[src/rtl/dmem_load_align_pkg.sv]
// ---------------------------------------------------------------------------
// dmem_load_align_pkg
// Shared CPU definitions for the data-memory load path:
//   - FSM state encoding of the load aligner (IDLE, READ, DATA, DONE, ERR)
//   - access size codes (BYTE / HALF / WORD)
//   - big-endian byte-lane offsets and byte-enable masks. The store-side
//     address/enable block uses the same masks, so loads and stores agree
//     on which lane an address offset selects.
//   - sizeCode(): turns the Do_Byte / Do_Half decode into a size code
// ---------------------------------------------------------------------------
package dmem_load_align_pkg;

  localparam logic [2:0] ST_IDLE = 3'd0;
  localparam logic [2:0] ST_READ = 3'd1;
  localparam logic [2:0] ST_DATA = 3'd2;
  localparam logic [2:0] ST_DONE = 3'd3;
  localparam logic [2:0] ST_ERR  = 3'd4;

  localparam logic [1:0] SIZE_BYTE = 2'd0;
  localparam logic [1:0] SIZE_HALF = 2'd1;
  localparam logic [1:0] SIZE_WORD = 2'd2;

  // Address offset -> byte lane, big-endian (offset 0 is the top byte)
  localparam logic [1:0] LANE_OFS_31_24 = 2'd0;
  localparam logic [1:0] LANE_OFS_23_16 = 2'd1;
  localparam logic [1:0] LANE_OFS_15_8  = 2'd2;
  localparam logic [1:0] LANE_OFS_7_0   = 2'd3;

  // Byte-enable masks matching the lane offsets above
  localparam logic [3:0] BYTE_EN_LANE0 = 4'b1000;
  localparam logic [3:0] BYTE_EN_LANE1 = 4'b0100;
  localparam logic [3:0] BYTE_EN_LANE2 = 4'b0010;
  localparam logic [3:0] BYTE_EN_LANE3 = 4'b0001;
  localparam logic [3:0] HALF_EN_HI    = 4'b1100;
  localparam logic [3:0] HALF_EN_LO    = 4'b0011;
  localparam logic [3:0] WORD_EN       = 4'b1111;

  // Byte takes priority, so Do_Byte and Do_Half both set is a byte access
  function automatic logic [1:0] sizeCode(input logic doByte, input logic doHalf);
    if (doByte) begin
      return SIZE_BYTE;
    end else if (doHalf) begin
      return SIZE_HALF;
    end else begin
      return SIZE_WORD;
    end
  endfunction

endpackage

[src/rtl/dmem_load_align_extract.sv]
// ---------------------------------------------------------------------------
// load_extract
// Combinational lane select and sign/zero extension of a loaded word.
// Ports:
//   word   [31:0] in  : raw word read from data memory
//   offset [1:0]  in  : byte offset of the load inside the word
//   size   [1:0]  in  : SIZE_BYTE / SIZE_HALF / SIZE_WORD
//   sign          in  : 1 = sign-extend, 0 = zero-extend (ignored for words)
//   result [31:0] out : aligned, extended load value
// ---------------------------------------------------------------------------
module load_extract
  import dmem_load_align_pkg::*;
(
  input  logic [31:0] word,
  input  logic [1:0]  offset,
  input  logic [1:0]  size,
  input  logic        sign,
  output logic [31:0] result
);

  logic [7:0]  w_byte;
  logic [15:0] w_half;

  // Pick the addressed byte and halfword out of the big-endian word, then
  // widen according to the access size. Halfwords only look at offset[1],
  // so an odd halfword offset naturally rounds down to the even lane.
  always_comb begin
    w_byte = word[7:0];
    case (offset)
      LANE_OFS_31_24: w_byte = word[31:24];
      LANE_OFS_23_16: w_byte = word[23:16];
      LANE_OFS_15_8:  w_byte = word[15:8];
      LANE_OFS_7_0:   w_byte = word[7:0];
      default:        w_byte = word[7:0];
    endcase

    w_half = offset[1] ? word[15:0] : word[31:16];

    result = word;
    case (size)
      SIZE_BYTE: result = {{24{sign & w_byte[7]}}, w_byte};
      SIZE_HALF: result = {{16{sign & w_half[15]}}, w_half};
      default:   result = word;
    endcase
  end

endmodule

[src/rtl/dmem_load_align.sv]
// ---------------------------------------------------------------------------
// dmem_load_align
// Load sequencer between the CPU and data memory: presents the word
// address, waits one cycle for the read data, extracts/extends the
// addressed byte/halfword/word and pulses load_valid.
// Sequence: IDLE -> READ -> DATA -> DONE -> IDLE (request-to-valid = 3).
// Ports:
//   clock, resetn (async, active-low)
//   load_req, Do_Byte, Do_Half, Sign_Ext, Address_in[31:0] : request side
//   mem_rdata[31:0] in / Address_out[31:0] out             : memory side
//   load_busy, load_valid, load_data[31:0], misalign       : status/result
// Configuration:
//   DMEM_LOAD_MISALIGN_TRAP_EN : when defined, a halfword at an odd offset
//   or a word at a nonzero offset goes IDLE -> ERR -> IDLE and pulses
//   misalign instead of loading. When undefined there is no ERR state,
//   misalign stays 0 and every load completes.
// ---------------------------------------------------------------------------
module dmem_load_align
  import dmem_load_align_pkg::*;
(
  input  logic        clock,
  input  logic        resetn,
  input  logic        load_req,
  input  logic        Do_Byte,
  input  logic        Do_Half,
  input  logic        Sign_Ext,
  input  logic [31:0] Address_in,
  input  logic [31:0] mem_rdata,
  output logic [31:0] Address_out,
  output logic        load_busy,
  output logic        load_valid,
  output logic [31:0] load_data,
  output logic        misalign
);

  logic [2:0]  r_state;
  logic [31:0] r_addrOut;
  logic [1:0]  r_offset;
  logic [1:0]  r_size;
  logic        r_sign;
  logic [31:0] r_loadData;
  logic        r_loadValid;
  logic        r_misalign;

  logic [1:0]  w_reqSize;
  logic [31:0] w_extracted;

  assign w_reqSize = sizeCode(Do_Byte, Do_Half);

`ifdef DMEM_LOAD_MISALIGN_TRAP_EN
  logic w_reqMisaligned;

  // A halfword must sit on an even offset and a word on offset zero
  assign w_reqMisaligned = ((w_reqSize == SIZE_HALF) && Address_in[0]) ||
                           ((w_reqSize == SIZE_WORD) && (Address_in[1:0] != 2'b00));
`endif

  // The extractor works on the latched request; its result is only
  // captured while the FSM sits in DATA, when mem_rdata is valid.
  load_extract u_extract (
    .word   (mem_rdata),
    .offset (r_offset),
    .size   (r_size),
    .sign   (r_sign),
    .result (w_extracted)
  );

  // Main load FSM. load_valid and misalign are registered pulses that are
  // cleared every cycle and set only on the transition into DONE / ERR, so
  // each lasts exactly one cycle. Requests are only looked at in IDLE,
  // which is what drops load_req while busy without queuing it.
  always_ff @(posedge clock or negedge resetn) begin
    if (!resetn) begin
      r_state     <= ST_IDLE;
      r_addrOut   <= 32'h0;
      r_offset    <= 2'b00;
      r_size      <= SIZE_WORD;
      r_sign      <= 1'b0;
      r_loadData  <= 32'h0;
      r_loadValid <= 1'b0;
      r_misalign  <= 1'b0;
    end else begin
      r_loadValid <= 1'b0;
      r_misalign  <= 1'b0;
      case (r_state)
        ST_IDLE: begin
          if (load_req) begin
            r_offset <= Address_in[1:0];
            r_size   <= w_reqSize;
            r_sign   <= Sign_Ext;
`ifdef DMEM_LOAD_MISALIGN_TRAP_EN
            if (w_reqMisaligned) begin
              r_misalign <= 1'b1;
              r_state    <= ST_ERR;
            end else begin
              r_addrOut <= {Address_in[31:2], 2'b00};
              r_state   <= ST_READ;
            end
`else
            r_addrOut <= {Address_in[31:2], 2'b00};
            r_state   <= ST_READ;
`endif
          end
        end
        ST_READ: begin
          r_state <= ST_DATA;
        end
        ST_DATA: begin
          r_loadData  <= w_extracted;
          r_loadValid <= 1'b1;
          r_state     <= ST_DONE;
        end
        ST_DONE: begin
          r_state <= ST_IDLE;
        end
`ifdef DMEM_LOAD_MISALIGN_TRAP_EN
        ST_ERR: begin
          r_state <= ST_IDLE;
        end
`endif
        default: begin
          r_state <= ST_IDLE;
        end
      endcase
    end
  end

  assign Address_out = r_addrOut;
  assign load_busy   = (r_state != ST_IDLE);
  assign load_valid  = r_loadValid;
  assign load_data   = r_loadData;
  assign misalign    = r_misalign;

endmodule

[config.mk]
export PLATFORM = sky130hd
export DESIGN_NAME = dmem_load_align
export DESIGN_NICKNAME = d
export VERILOG_FILES = /design/src/rtl/dmem_load_align_pkg.sv /design/src/rtl/dmem_load_align_extract.sv /design/src/rtl/dmem_load_align.sv
export SDC_FILE = /design/constraint.sdc
export NUM_CORES = 1
export LEC_CHECK = 0
export CORE_ASPECT_RATIO = 1.5
export CORE_MARGIN = 2
export CORE_UTILIZATION = 32
export DETAILED_ROUTE_END_ITERATION = 7
export HOLD_SLACK_MARGIN = 0.02
export SLEW_MARGIN = 25
export SYNTH_ARGS = -nofsm -noshare
export SYNTH_HDL_FRONTEND = slang
export SYNTH_SLANG_ARGS = --single-unit
export TNS_END_PERCENT = 20
[constraint.sdc]
create_clock -name clock -period 2 [get_ports clock]
set_input_delay 0.4 -clock clock [delete_from_list [all_inputs] [get_ports clock]]
set_output_delay 0.4 -clock clock [all_outputs]
set_load 0.03 [all_outputs]
# After elaboration in Yosys (flattened, before gate mapping)
# Cells that the tools add are included.
classes:
  eq_ne: 7
  muxes: 8
  bitwise_logic: 2
  reduce_logical: 5
ops:
  columns: ["cell", "n"]
  rows:
  - ["32-bit one-hot mux with 2 select lines", 1]
  - ["8-bit one-hot mux with 4 select lines", 1]
  - ["16-bit two-way mux", 1]
  - ["3-bit one-hot mux with 3 select lines", 1]
  - ["2-bit by 1-bit equality test with 1-bit output, second input constant", 2]
  - ["2-bit equality test, second input constant", 2]
  - ["2-bit logical NOT", 2]
  - ["2-bit two-way mux", 2]
  - ["3-bit by 1-bit equality test with 1-bit output, second input constant", 1]
  - ["3-bit by 2-bit equality test with 1-bit output, second input constant", 1]
  - ["3-bit logical NOT", 1]
  - ["3-bit two-way mux", 1]
  - ["3-bit nonzero test", 1]
  - ["1-bit bitwise AND", 2]
  - ["2-bit != test, second input constant", 1]
  - ["2-bit AND reduction", 1]
  - ["1-bit two-way mux", 1]
word_totals:
  register_bits: 71
  input_bits: 70
  out_inout_bits: 67
  word_cells: 29

# Depth between registers and ports, before layout
logic_depth:
  depth_word: 4
  ltp_mapped: 6
  depth_no_buf: 5

# Modules after synthesis
# From an unflattened synthesis, not the netlist that was laid out.
hier_totals:
  hier_cells: 269
  area_unflattened_um2: 3629.7
modules_own_cells:
  columns: ["mod", "n_inst", "cells_each", "area_each_um2", "seq_area_each_um2"]
  rows:
  - ["dmem_load_align", 1, 162, 2800.2, 1752.9]
  - ["load_extract", 1, 107, 829.5, 0.0]

# Worst setup path before layout
# No wires, ideal clock.
synth_timing:
  path_type: "register to register"
  startpoint: "register r_state[0]"
  endpoint: "register r_addrOut[10] (netlist: Address_out[10])"
  setup_ps: 125
  arrival_ps: 1406
  required_time_ps: 1875
  slack_ps: 470
  path_stages_with_launch: 6
  n_path_buf: 1
  synth_period_minus_slack_ps: 1530
  path_cell_list: "dfrtp_1 -> inv_1 -> ha_1 -> nand2_1 -> buf_2 -> mux2_2"
synth_between:
  elab_chain_len: 2
synth_lines:
  columns: ["element", "line_no", "rtl"]
  rows:
  - ["start: declaration", "dmem_load_align.sv:36", "logic [2:0] r_state;"]
  - ["start signal: assignment", "dmem_load_align.sv:74", "r_state <= ST_IDLE;"]
  - ["start signal: assignment", "dmem_load_align.sv:101", "r_state <= ST_READ;"]
  - ["start signal: assignment", "dmem_load_align.sv:106", "r_state <= ST_DATA;"]
  - ["3-bit logical NOT", "dmem_load_align.sv:85", "case (r_state)"]
  - ["2-bit AND reduction (no source line)", null, null]
  - ["end signal: assignment", "dmem_load_align.sv:100", "r_addrOut <= {Address_in[31:2], 2'b00};"]
  - ["end: declaration", "dmem_load_align.sv:37", "logic [31:0] r_addrOut;"]
# Every way passes these cells.
# A chain may end at the register's enable or synchronous reset.

# Worst setup path after layout
layout_timing:
  startpoint: "register r_state[0]"
  endpoint: "output load_busy"
layout_between:
  elab_chain_len: 1
layout_lines:
  columns: ["element", "line_no", "rtl"]
  rows:
  - ["3-bit nonzero test", "dmem_load_align.sv:129", "assign load_busy = (r_state != ST_IDLE);"]
  - ["end: declaration", "dmem_load_align.sv:30", "output logic load_busy,"]
# Every way passes these cells.

==> impl_results.md <==
* Total die area at 11500 µm²
* 1st-pass router iterations at 5
* Flops & latches, synth at 70
* Worst Path Arrival at 1.47 ns
* P_leak at 0.00211 µW
* Clock Tree Root: clkbuf_16
* Clk buf depth at 2
* Crit-path cells: inv_1 -> ha_1 -> inv_1 -> dlygate4sd2_1
* Routed Antenna Nets at 0
* Core outline area at 10500 µm²
* Synth Warn # at 0
* Vias in the first global route at 3031
* Setup bufs post-CTS at 0
* Total wire length at 9.41 mm
* Worst setup path class: reg2out
* Post-route DRC violation count at 0
* Critical path's top delay family: buffers and inverters
* I/O Buffers at 133
* Die Y at 130 µm
* Final setup violation count at 0
* Worst path bufs/invs at 3
* Post-synth EDFFs at 0
* Number of H-tree levels at 3
* Die Width at 88.1 µm
* Total number of vias at 2865
* Remaining Overflow, GRT at 0
* Crit path max fanout at 4
* Period utilization at 0.935
* Worst hold path class: reg2reg
* Max cap viols at 0
* Fin util at 0.502
* Final Max Tran Viols at 0
* Placed Cells at 569
* Worst VDD drop at 0.879 mV
* Routed WL per cell at 16.1 µm
* Number of diodes at 0
* Area Growth Syn to Fin at 54.7%
* Min cycle time layout at 1.87 ns
* CTS sink count at 70
* Share of post-route cells with drive strength above 1 at 0.199
* Initial DRC count at 147
* Hold Fails Final Rpt at 0
* Most used cell, CP: inv_1
* # rows at 46
* Initial antenna violation count at 0
* CP peak stage delay at 0.40 ns
* Gpl congestion at 0.831
* F_max at 535 MHz
* First-pass GRT wire length at 14.9 mm
* Number of fill cells at 996
* Overall Global Routing Usage at 0.169
* Syn avg cell area at 11.3 µm²
* Design Area, Final at 5260 µm²
* Mapped cell area at 3400 µm²
* Placed wire-length estimate at 7.11 mm
* Post-layout instance count excluding filler cells at 586
* CP Data Required Time at 1.60 ns
* CP startpoint kind: register
* Post-route setup TNS at 0 ns
* Worst skew pair latency at 0.33 ns
* CTS tree: yes
* Avg Vias per Cell at 4.89
* Share of synthesized flip-flops with an asynchronous set or reset at 1.00
* Distinct cells, synth at 41
* CTS clk-pin slew, worst paths at 0.06 ns
* Run status: complete, no violations
* Initial Utilization at 0.324
* # IOs at 137
* CTS buffer count at 9
* Worst Setup End Kind: primary output
* Nets at 509
* RSZ-0062 raised after global routing: false
* PnR Total Power at 9540 µW
* CP max stage cell: dlygate4sd2_1
* Top_reg_cell synth: dfrtp_1
* Clock skew at 0.00239 ns
* Post-placement cell area at 4910 µm²
* Syn Inst Count at 300
* Register area share after synthesis at 0.516
* Largest net degree at the start of global routing at 33
* PD cells at 1810 nW/µm²
==> registers in the layout (all words and copies together) (netlist names) <==
register and cells:
r_state 2, r_offset 2, r_size 2, Address_out 30
r_sign 1, load_valid 1, load_data 32
==> routing by layer <==
| metal | up-vias | wire, µm | track usage |
|---|---|---|---|
| li1 | 1354 | - | - |
| met1 | 1394 | 3530 | 0.182 |
| met2 | 107 | 4910 | 0.299 |
| met3 | 10 | 782 | 0.0645 |
| met4 | 0 | 186 | 0.0651 |
| met5 | - | 0 | 0 |
==> placed cells by master, fill, tap and decap left out, types with 2 or more instances in the layout <==
cell type        count
nand2_1              9
mux2_2              41
nor2_1              11
nand3_1             18
inv_1               25
nor3b_1              6
nand2b_1             2
and2_1               7
o31ai_1              2
dfrtp_1             69
bufinv_16            2
clkdlybuf4s50_1    131
nand3b_1             6
conb_1               3
o21ai_0             17
o221ai_2            10
a21oi_1              6
buf_4               15
o221ai_1             6
a221oi_1             7
nor4b_1              2
nor2b_1              3
clkbuf_8             3
a31oi_1              8
clkbuf_16            9
a32oi_1              3
==> cell families after synthesis <==
kind of cell,synth area share
other,0.00110
buffers and inverters,0.0670
AOI/OAI and AO/OA,0.157
and+or+nand+nor,0.109
muxes,0.143
adders and majority gates,0.00737
DFF,0.516
==> synth_stat cells (3+ instances only) <==
cell type  number  area [µm²]
o221ai_2       10         150
and2_1          7        43.8
nand3b_1        6        45.0
a32oi_1         3        26.3
o21ai_0        17        85.1
inv_1          25        93.8
mux2_2         41         462
buf_2          11        55.1
o221ai_1        6        52.6
nor2_1         11        41.3
nor3b_1         6        45.0
dfrtp_1        69        1730
a21oi_1         6        30.0
clkbuf_1        8        30.0
buf_4           4        30.0
a221oi_1        7        61.3
nand3_1        18        90.1
nor2b_1         3        18.8
a31oi_1         8        50.1
nand2_1         9        33.8
==> worst register-to-register path, cell delays in order (launching register included) <==
cell and delay (ns):
dfrtp_1 0.57, mux4_2 0.78, o221ai_1 0.24
==> through the flow <==
step | hold slack (ns) | setup slack [ns]
after floorplan | 0.104 | 0.470
after global placement | 0.350 | 0.0412
after detailed placement | 0.347 | 0.00279
after CTS | 0.505 | 0.105
after global routing | 0.515 | 0.0287
final | 0.502 | 0.131
==> area by class of cell <==
class | count | area [µm²] | area share
Timing Repair Buffer | 149 | 1460 | 0.278
Inverter | 26 | 97.6 | 0.0186
Multi-Input combinational cell | 181 | 1430 | 0.271
Sequential cell | 70 | 1750 | 0.334
Clock inverter | 3 | 65.1 | 0.0124
Clock buffer | 13 | 270 | 0.0514
Tap cell | 144 | 180 | 0.0343
==> power breakdown <==
group	total (µW)	internal (µW)	leakage (µW)	switching [µW]
Clock	1780	1190	0.000166	590
Combinational	5170	2280	0.00111	2890
Sequential	2590	2120	0.000838	464
==> what timing repair did <==
item / CTS / global route
hold buffers: 1 / 0
resized for setup: 1 / 0
setup endpoints to repair: 1 / 0
hold endpoints to repair: 24 / 0
==> final timing paths <==
| kind | from | endpoint | slack (ns) | cells after the start |
|---|---|---|---|---|
| max in group asynchronous | resetn | load_data[21] | 0.91 | 3 |
| min in group asynchronous | resetn | load_data[12] | 0.53 | 2 |
| max reg2reg | r_offset[1] | load_data[16] | 0.31 | 2 |
| min reg2reg | Address_out[2] | Address_out[2] | 0.50 | 1 |
| min | Address_out[2] | Address_out[2] | 0.50 | 1 |
| max | r_state[0] | load_busy | 0.13 | 4 |
(Power assumes the default switching activity.)
